$ cat src/rtl/sram_mem_responder.sv
// ---------------------------------------------------------------------------
// sram_mem_responder
//
// Responder side of the MEM-stage data-memory interface. Each 32-bit word
// load or store from the pipeline is turned into two half-word accesses on
// an external 16-bit asynchronous SRAM (low half first, then high half).
// Each half-word phase holds the SRAM pins for WAIT_CYCLES cycles. While an
// access is in flight ready_o is low so the pipeline freezes.
//
// Optional feature (macro SRAM_ADDR_CHECK_EN):
//   When defined, out-of-range or misaligned requests raise addr_err_o,
//   skip the SRAM entirely, finish in one cycle and return all-ones load
//   data. When undefined, addr_err_o is tied low and every address is
//   mapped by truncation.
//
// Parameters:
//   DATA_BASE    byte address that maps to SRAM word 0
//   WAIT_CYCLES  cycles per half-word phase (1..15)
//   SRAM_ADDR_W  SRAM half-word address width
//
// Ports:
//   clk_i          system clock, rising edge
//   rst_i          synchronous active-high reset
//   rd_en_i        load request
//   wr_en_i        store request (never together with rd_en_i)
//   address_i      byte address of the request
//   wr_data_i      store data
//   rd_data_o      load data, valid in the cycle ready_o rises after a load
//   ready_o        0 = request pending, pipeline must freeze
//   addr_err_o     erroneous request flag (0 without the optional feature)
//   sram_addr_o    SRAM half-word address
//   sram_dq_out_o  write data towards the SRAM
//   sram_dq_oe_o   1 = controller drives the DQ bus
//   sram_dq_in_i   read data from the SRAM
//   sram_we_n_o    active-low SRAM write strobe
// ---------------------------------------------------------------------------
module sram_mem_responder #(
  parameter int unsigned DATA_BASE   = 1024,
  parameter int unsigned WAIT_CYCLES = 1,
  parameter int unsigned SRAM_ADDR_W = 18
) (
  input  logic                   clk_i,
  input  logic                   rst_i,
  input  logic                   rd_en_i,
  input  logic                   wr_en_i,
  input  logic [31:0]            address_i,
  input  logic [31:0]            wr_data_i,
  output logic [31:0]            rd_data_o,
  output logic                   ready_o,
  output logic                   addr_err_o,
  output logic [SRAM_ADDR_W-1:0] sram_addr_o,
  output logic [15:0]            sram_dq_out_o,
  output logic                   sram_dq_oe_o,
  input  logic [15:0]            sram_dq_in_i,
  output logic                   sram_we_n_o
);

  typedef enum logic [1:0] {
    IDLE = 2'd0,
    LOW  = 2'd1,
    HIGH = 2'd2,
    DONE = 2'd3
  } state_e;

  localparam logic [3:0] CNT_RELOAD = 4'(WAIT_CYCLES - 1);

  state_e                 state_q, state_d;
  logic [3:0]             cnt_q, cnt_d;
  logic [31:0]            rd_data_q, rd_data_d;
  logic                   we_n_q, we_n_d;
  logic                   oe_q, oe_d;
  logic [SRAM_ADDR_W-1:0] addr_q, addr_d;
  logic [15:0]            dq_q, dq_d;
  logic                   is_wr_q, is_wr_d;
  logic [15:0]            wr_hi_q, wr_hi_d;

  logic                   req;
  logic [31:0]            offset;
  logic [29:0]            word;
  logic [SRAM_ADDR_W-1:0] addr_lo;
  logic                   addr_err;
  logic                   unused_ok;

  // Map the byte address into SRAM half-word space. The word index is
  // truncated to the SRAM size; the low half of a word lives at the even
  // half-word address and the high half at the following odd one.
  assign req     = rd_en_i | wr_en_i;
  assign offset  = address_i - 32'(DATA_BASE);
  assign word    = offset[31:2];
  assign addr_lo = {word[SRAM_ADDR_W-2:0], 1'b0};

  // Bits dropped by the mapping, gathered so they are visibly accounted for.
  assign unused_ok = ^{offset[1:0], word[29:SRAM_ADDR_W-1]};

  // Address checking: a request is rejected when it lies below the data
  // base, is not word aligned, or falls past the end of the SRAM. Without
  // the feature every address is accepted and simply truncated.
`ifdef SRAM_ADDR_CHECK_EN
  logic word_oor;
  assign word_oor = |(word >> (SRAM_ADDR_W - 1));
  assign addr_err = req & ((address_i < 32'(DATA_BASE)) |
                           (address_i[1:0] != 2'b00) |
                           word_oor);
`else
  assign addr_err = 1'b0;
`endif

  // The pipeline is released in the DONE cycle: ready stays low for any
  // pending request until the access has fully completed.
  assign ready_o    = ~(req & (state_q != DONE));
  assign addr_err_o = addr_err;

  assign rd_data_o     = rd_data_q;
  assign sram_addr_o   = addr_q;
  assign sram_dq_out_o = dq_q;
  assign sram_dq_oe_o  = oe_q;
  assign sram_we_n_o   = we_n_q;

  // Next-state and next-output logic. The SRAM pin registers are loaded
  // with the values belonging to the state being entered, so the pins show
  // the phase's address/data/strobe for exactly the cycles the FSM spends
  // in that phase. The request type and upper store half are captured on
  // entry so an access completes consistently even if the requester drops
  // its request part-way through. Load halves are sampled on the last cycle
  // of each phase, when the SRAM has had the full wait time to respond.
  always_comb begin
    state_d   = state_q;
    cnt_d     = cnt_q;
    rd_data_d = rd_data_q;
    we_n_d    = 1'b1;
    oe_d      = 1'b0;
    addr_d    = addr_q;
    dq_d      = dq_q;
    is_wr_d   = is_wr_q;
    wr_hi_d   = wr_hi_q;

    case (state_q)
      IDLE: begin
        if (req) begin
          if (addr_err) begin
            state_d = DONE;
            if (rd_en_i) begin
              rd_data_d = 32'hFFFF_FFFF;
            end
          end else begin
            state_d = LOW;
            cnt_d   = CNT_RELOAD;
            addr_d  = addr_lo;
            is_wr_d = wr_en_i;
            wr_hi_d = wr_data_i[31:16];
            if (wr_en_i) begin
              we_n_d = 1'b0;
              oe_d   = 1'b1;
              dq_d   = wr_data_i[15:0];
            end
          end
        end
      end

      LOW: begin
        if (cnt_q != 4'd0) begin
          cnt_d = cnt_q - 4'd1;
          if (is_wr_q) begin
            we_n_d = 1'b0;
            oe_d   = 1'b1;
          end
        end else begin
          state_d = HIGH;
          cnt_d   = CNT_RELOAD;
          addr_d  = {addr_q[SRAM_ADDR_W-1:1], 1'b1};
          if (is_wr_q) begin
            we_n_d = 1'b0;
            oe_d   = 1'b1;
            dq_d   = wr_hi_q;
          end else begin
            rd_data_d[15:0] = sram_dq_in_i;
          end
        end
      end

      HIGH: begin
        if (cnt_q != 4'd0) begin
          cnt_d = cnt_q - 4'd1;
          if (is_wr_q) begin
            we_n_d = 1'b0;
            oe_d   = 1'b1;
          end
        end else begin
          state_d = DONE;
          if (!is_wr_q) begin
            rd_data_d[31:16] = sram_dq_in_i;
          end
        end
      end

      DONE: begin
        state_d = IDLE;
      end

      default: begin
        state_d = IDLE;
      end
    endcase
  end

  // State and pin registers. Reset abandons any access in flight and
  // releases the SRAM immediately; a store cut short may leave only its
  // low half written.
  always_ff @(posedge clk_i) begin
    if (rst_i) begin
      state_q   <= IDLE;
      cnt_q     <= 4'd0;
      rd_data_q <= 32'd0;
      we_n_q    <= 1'b1;
      oe_q      <= 1'b0;
      addr_q    <= '0;
      dq_q      <= 16'd0;
      is_wr_q   <= 1'b0;
      wr_hi_q   <= 16'd0;
    end else begin
      state_q   <= state_d;
      cnt_q     <= cnt_d;
      rd_data_q <= rd_data_d;
      we_n_q    <= we_n_d;
      oe_q      <= oe_d;
      addr_q    <= addr_d;
      dq_q      <= dq_d;
      is_wr_q   <= is_wr_d;
      wr_hi_q   <= wr_hi_d;
    end
  end

endmodule

$ cat config.mk
export PLATFORM = sky130hd
export DESIGN_NAME = sram_mem_responder
export DESIGN_NICKNAME = d
export VERILOG_FILES = /design/src/rtl/sram_mem_responder.sv
export SDC_FILE = /design/constraint.sdc
export NUM_CORES = 1
export LEC_CHECK = 0
export CORE_MARGIN = 2
export CORE_UTILIZATION = 30
export DETAILED_ROUTE_END_ITERATION = 10
export PLACE_DENSITY_LB_ADDON = 0.3
export SETUP_SLACK_MARGIN = 0.05
export SYNTH_ARGS = -nofsm -noshare
export SYNTH_HDL_FRONTEND = slang
export SYNTH_SLANG_ARGS = --single-unit
$ cat constraint.sdc
create_clock -name clk_i -period 2.1 [get_ports clk_i]
set_input_delay 0.315 -clock clk_i [delete_from_list [all_inputs] [get_ports clk_i]]
set_output_delay 0.315 -clock clk_i [all_outputs]
set_load 0.03 [all_outputs]
# Yosys cells after proc, flatten, opt, wreduce, memory -nomap -nowiden
# Cells that the tools add are included.
[totals]
inputBits = 84
wordCells = 67
register_bits = 91
[classes]
muxes = 26
eq_ne = 10
reduce_logical = 12
add_sub_neg = 2
bitwise_logic = 6
[op_table]
columns = ["cell", "count"]
rows = [
  ["16-bit two-way mux", 4],
  ["18-bit one-hot mux with 2 select lines", 1],
  ["16-bit one-hot mux with 2 select lines", 1],
  ["19-bit by 11-bit subtractor with 19-bit output (second input constant)", 1],
  ["18-bit two-way mux", 1],
  ["3-bit AND reduction", 6],
  ["2-bit inequality test (second input constant)", 7],
  ["4-bit two-way mux", 3],
  ["4-bit one-hot mux with 3 select lines", 1],
  ["1-bit two-way mux", 9],
  ["2-bit one-hot mux with 4 select lines", 1],
  ["2-bit two-way mux", 3],
  ["1-bit one-hot mux with 3 select lines", 2],
  ["5-bit AND reduction", 1],
  ["2-bit == test (second input constant)", 2],
  ["1-bit inverter", 4],
  ["4-bit nonzero test", 1],
  ["4-bit by 1-bit subtractor with 4-bit output (second input constant)", 1],
  ["3-bit nonzero test", 1],
  ["2-bit by 1-bit == test with 1-bit output (second input constant)", 1],
  ["2-bit zero test", 1],
  ["2-bit AND reduction", 1],
  ["2-bit nonzero test", 1],
  ["1-bit bitwise AND", 1],
  ["1-bit OR", 1],
]

# Logic depth before layout (Yosys ltp)
[logic_depth]
depth_word = 3
depth_mapped = 8
mapped_depth_nobuf = 6

# Worst setup path before layout
# Ideal clock, no wire load.
[synth_path]
kind = "register to register"
startpoint = "register state_q[0]"
endpoint = "register dq_q[0], in the netlist sram_dq_out_o[0]"
required_ns = 1.981
synth_period_minus_slack_ns = 1.813
setup_time_ns = 0.119
arrival_ns = 1.694
n_path_buf = 2
stages_incl_launch_ff = 8
slack_ns = 0.287
cell_sequence = "dfxtp_1 > inv_1 > ha_1 > clkbuf_8 > and2b_2 > nand4b_2 > buf_2 > o221a_2"
[synth_between]
elab_chain_len = 3
[synth_lines]
columns = ["element", "line", "rtl"]
rows = [
  ["from (decl)", "67", "state_e state_q, state_d;"],
  ["from (signal assigned)", "221", "state_q <= state_d;"],
  ["2-bit by 1-bit == test with 1-bit output or 2-bit zero test (tied branches)", "137", "case (state_q)"],
  ["2-bit inequality test (no source line) or 2-bit nonzero test (tied branches)", "-", ""],
  ["5-bit AND reduction (no source line)", "-", ""],
  ["to (signal assigned)", "227", "dq_q <= dq_d;"],
  ["to (decl)", "73", "logic [15:0] dq_q, dq_d;"],
]
# Parallel ways exist; a longest one is shown, timed or not.
# A chain may end at the register's enable or synchronous reset.

# Worst setup path in the final report
[layout_path]
startpoint = "register cnt_q[0]"
endpoint = "register dq_q[7], in the netlist sram_dq_out_o[7]"
[layout_between]
elab_chain_len = 3
[layout_lines]
columns = ["element", "line", "rtl"]
rows = [
  ["from (decl)", "68", "logic [3:0] cnt_q, cnt_d;"],
  ["from (signal assigned)", "222", "cnt_q <= cnt_d;"],
  ["4-bit nonzero test", "161", "if (cnt_q != 4'd0) begin"],
  ["2-bit inequality test (no source line)", "-", ""],
  ["5-bit AND reduction (no source line)", "-", ""],
]
# No other way between the ends.

==> results.sh <==
export IMPL_fmax_mhz=550
export IMPL_path_class="register to register"
export IMPL_cp_arrival_ns=2.11
export IMPL_die_area_sq_um=13300
export IMPL_fin_skew_ns=0.00748
export IMPL_synth_distinct_cells=46
export IMPL_crit_path_max_fanout=16
export IMPL_cap_violations=0
export IMPL_ys_ff_latch=91
export IMPL_holdCritPathClass="primary input to register"
export IMPL_crit_end="sram_dq_out_o[7]"
export IMPL_reg2reg_slack_ns=0.28
export IMPL_grt_usage_pct=16.1
export IMPL_power_density_nw_per_um2=1370
export IMPL_insertion_delay_ns=0.34
export IMPL_synthesis_area_sq_um=3730
export IMPL_layout_setup_ws_ns=0.281
export IMPL_h_tree_depth=3
export IMPL_synth_net_count=538
export IMPL_hold_start="rst_i"
export IMPL_netlist_area_leader_share_pct=48.9
export IMPL_cts_tree="done"
export IMPL_die_h_um=115
export IMPL_clock_tree_buffer_depth=2
export IMPL_wirelength_mm=10.4
export IMPL_crit_path_start="cnt_q[0]"
export IMPL_hold_slack_ns=0.434
export IMPL_setup_viol_count_final=0
export IMPL_wl_per_cell_um=13.7
export IMPL_num_fill_cells=1192
export IMPL_place_ws_ns=0.0905
export IMPL_status="finished clean"
export IMPL_synth_warnings=0
export IMPL_fin_crit_sh_pct=86.6
export IMPL_cts_sinks=91
export IMPL_drive_gt1_share_pct=10.6
export IMPL_area_delta_synth_final_pct=51.9
export IMPL_path_clk_slew_ns=0.07
export IMPL_die_x_um=115
export IMPL_cts_root_buf="clkbuf_16"
export IMPL_yosysMostFrequentCell="nand2_1"
export IMPL_slew_viol_final=0
export IMPL_period_minus_slack_ns=1.82
export IMPL_fin_util_pct=46.9
export IMPL_antenna_left=0
export IMPL_grt_overflow_total=0
export IMPL_numCtsBuffers=9
export IMPL_synth_flop_cell="dfxtp_1"
export IMPL_initial_core_util_pct=30.9
export IMPL_io_pins=154
export IMPL_synth_edf_count=0
export IMPL_hpwl_mm=7.36
export IMPL_ir_drop_v=0.000478
export IMPL_gp_congestion=0.784
export IMPL_seq_area_frac_synth_pct=48.9
export IMPL_seq_area_sq_um=1820
export IMPL_postCtsHoldBufs=0
export IMPL_antenna_found_initial=0
export IMPL_first_pass_iters=4
export IMPL_avgSynthCellArea_sq_um=8.32
export IMPL_syn_inst=448
export IMPL_ys_top_cells_by_count="nand2_1, dfxtp_1, a21oi_1"
export IMPL_multi_input_area_sq_um=1730
export IMPL_grt_pass1_vias=3596
export IMPL_coreArea_sq_um=12100
export IMPL_worstMarginPinSlew_ns=0.580
export IMPL_place_area_sq_um=5350
export IMPL_async_flop_share_pct=0
export IMPL_critPathLaunchType="register"
export IMPL_drc=0
export IMPL_post_cts_buffers=0
export IMPL_end_kind="register"
export IMPL_grt_pass1_wl_mm=16.9
export IMPL_yosysTopAreaCell="dfxtp_1"
export IMPL_fin_area_sq_um=5660
export IMPL_io_buffers=137
export IMPL_layout_nets=677
export IMPL_rows=40
export IMPL_synthTopCellsByArea="dfxtp_1, nand2_1, a21oi_1, nor2_1, o221a_2"
export IMPL_r2r_end="sram_dq_out_o[7]"
export IMPL_p_leak_nw=2.10
export IMPL_required_ns=2.39
export IMPL_vias=3556
export IMPL_rsz0062_at_grt="false"
export IMPL_worstReg2RegStart="cnt_q[0]"
export IMPL_reg2reg_depth=7
export IMPL_viasPerCell=4.68
export IMPL_whs_path_depth=2
export IMPL_drt_iter0_drc=189
export IMPL_n_antenna_cell=0
export IMPL_tns_ns=0
export IMPL_hold_viol=0
export IMPL_relSlewSlack_pct=61.3
export IMPL_grt_max_degree=52
state kept, by name, summed over array words and instances (netlist names):
| register | flops |
|---|---|
| sram_dq_oe_o | 1 |
| sram_we_n_o | 1 |
| rd_data_o | 32 |
| is_wr_q | 1 |
| sram_addr_o | 18 |
| wr_hi_q | 16 |
| sram_dq_out_o | 16 |
| cnt_q | 4 |
| state_q | 2 |
how the worst min path moves through the flow:
stage | end | slack (ns)
floorplan | wr_hi_q[0] | 0.44
global placement | sram_addr_o[7] | 0.44
detailed placement | sram_addr_o[2] | 0.44
CTS | state_q[1] | 0.42
global route | sram_addr_o[5] | 0.46
finish | state_q[1] | 0.43
metal layers:
metal,vias up,global-route usage (%),wire length (um)
li1,1800,-,-
met1,1620,20.3,4680
met2,123,26.2,4730
met3,13,4.50,829
met4,0,5.86,166
met5,-,0,0
repair_timing:
item	in CTS	in global routing
gates resized for setup	1	1
hold endpoints to repair	0	0
gates cloned	0	0
endpoints found under the setup margin	1	2
stage by stage:
stage	instances	power [mW]
floorplan	448	4.65
global placement	744	6.07
detailed placement	744	6.14
CTS	760	7.85
global route	760	8.27
finish	760	7.74
where the power goes:
| group | switching (mW) | internal, mW |
|---|---|---|
| registers | 0.250 | 2.19 |
| logic | 2.08 | 1.55 |
| clock network | 0.698 | 0.965 |
critical path: stages, from the launching register on:
cell and delay, ns:
dfxtp_1 0.34, inv_1 0.08, ha_1 0.25, nor3b_4 0.32
nand2_2 0.11, a211oi_4 0.29, buf_12 0.19, o221a_2 0.20
cell type report:
class | count | share of cell area [%]
flip-flops and latches | 91 | 32.2
multi-input cells | 320 | 30.5
repair buffers | 159 | 27.7
clock buffers | 10 | 4.22
well taps | 168 | 3.71
clock inverters | 6 | 1.28
inverters | 6 | 0.398
logic make-up (layout without fill, tap and decap cells):
| kind of cell | Yosys count | count (layout) | synth area share, % |
|---|---|---|---|
| flip-flops | 91 | 91 | 48.9 |
| buffers and inverters | 37 | 181 | 4.93 |
| AND/OR/NAND/NOR | 202 | 202 | 24.3 |
| multiplexers | 1 | 1 | 0.269 |
| XOR/XNOR | 5 | 5 | 1.17 |
| AO/OA/AOI/OAI | 105 | 105 | 18.3 |
| adder cells (fa/ha/maj) | 6 | 6 | 2.01 |
| other | 1 | 1 | 0.101 |
layout by cell type, fill, tap and decap left out, drive strengths merged, types with 3 or more instances in the layout:
master	synthesis	final
nor2	46	46
o221a	16	16
o21ai	9	9
nand3b	12	12
xnor2	4	4
o31ai	3	3
dfxtp	91	91
a21oi	65	65
nand2	116	116
clkinvlp	0	3
a211oi	3	3
nor3	9	9
ha	6	6
nor4	3	3
inv	6	7
clkbuf	22	10
buf	9	23
clkdlybuf4s50	0	135
Power figures use the tool's default switching activity.
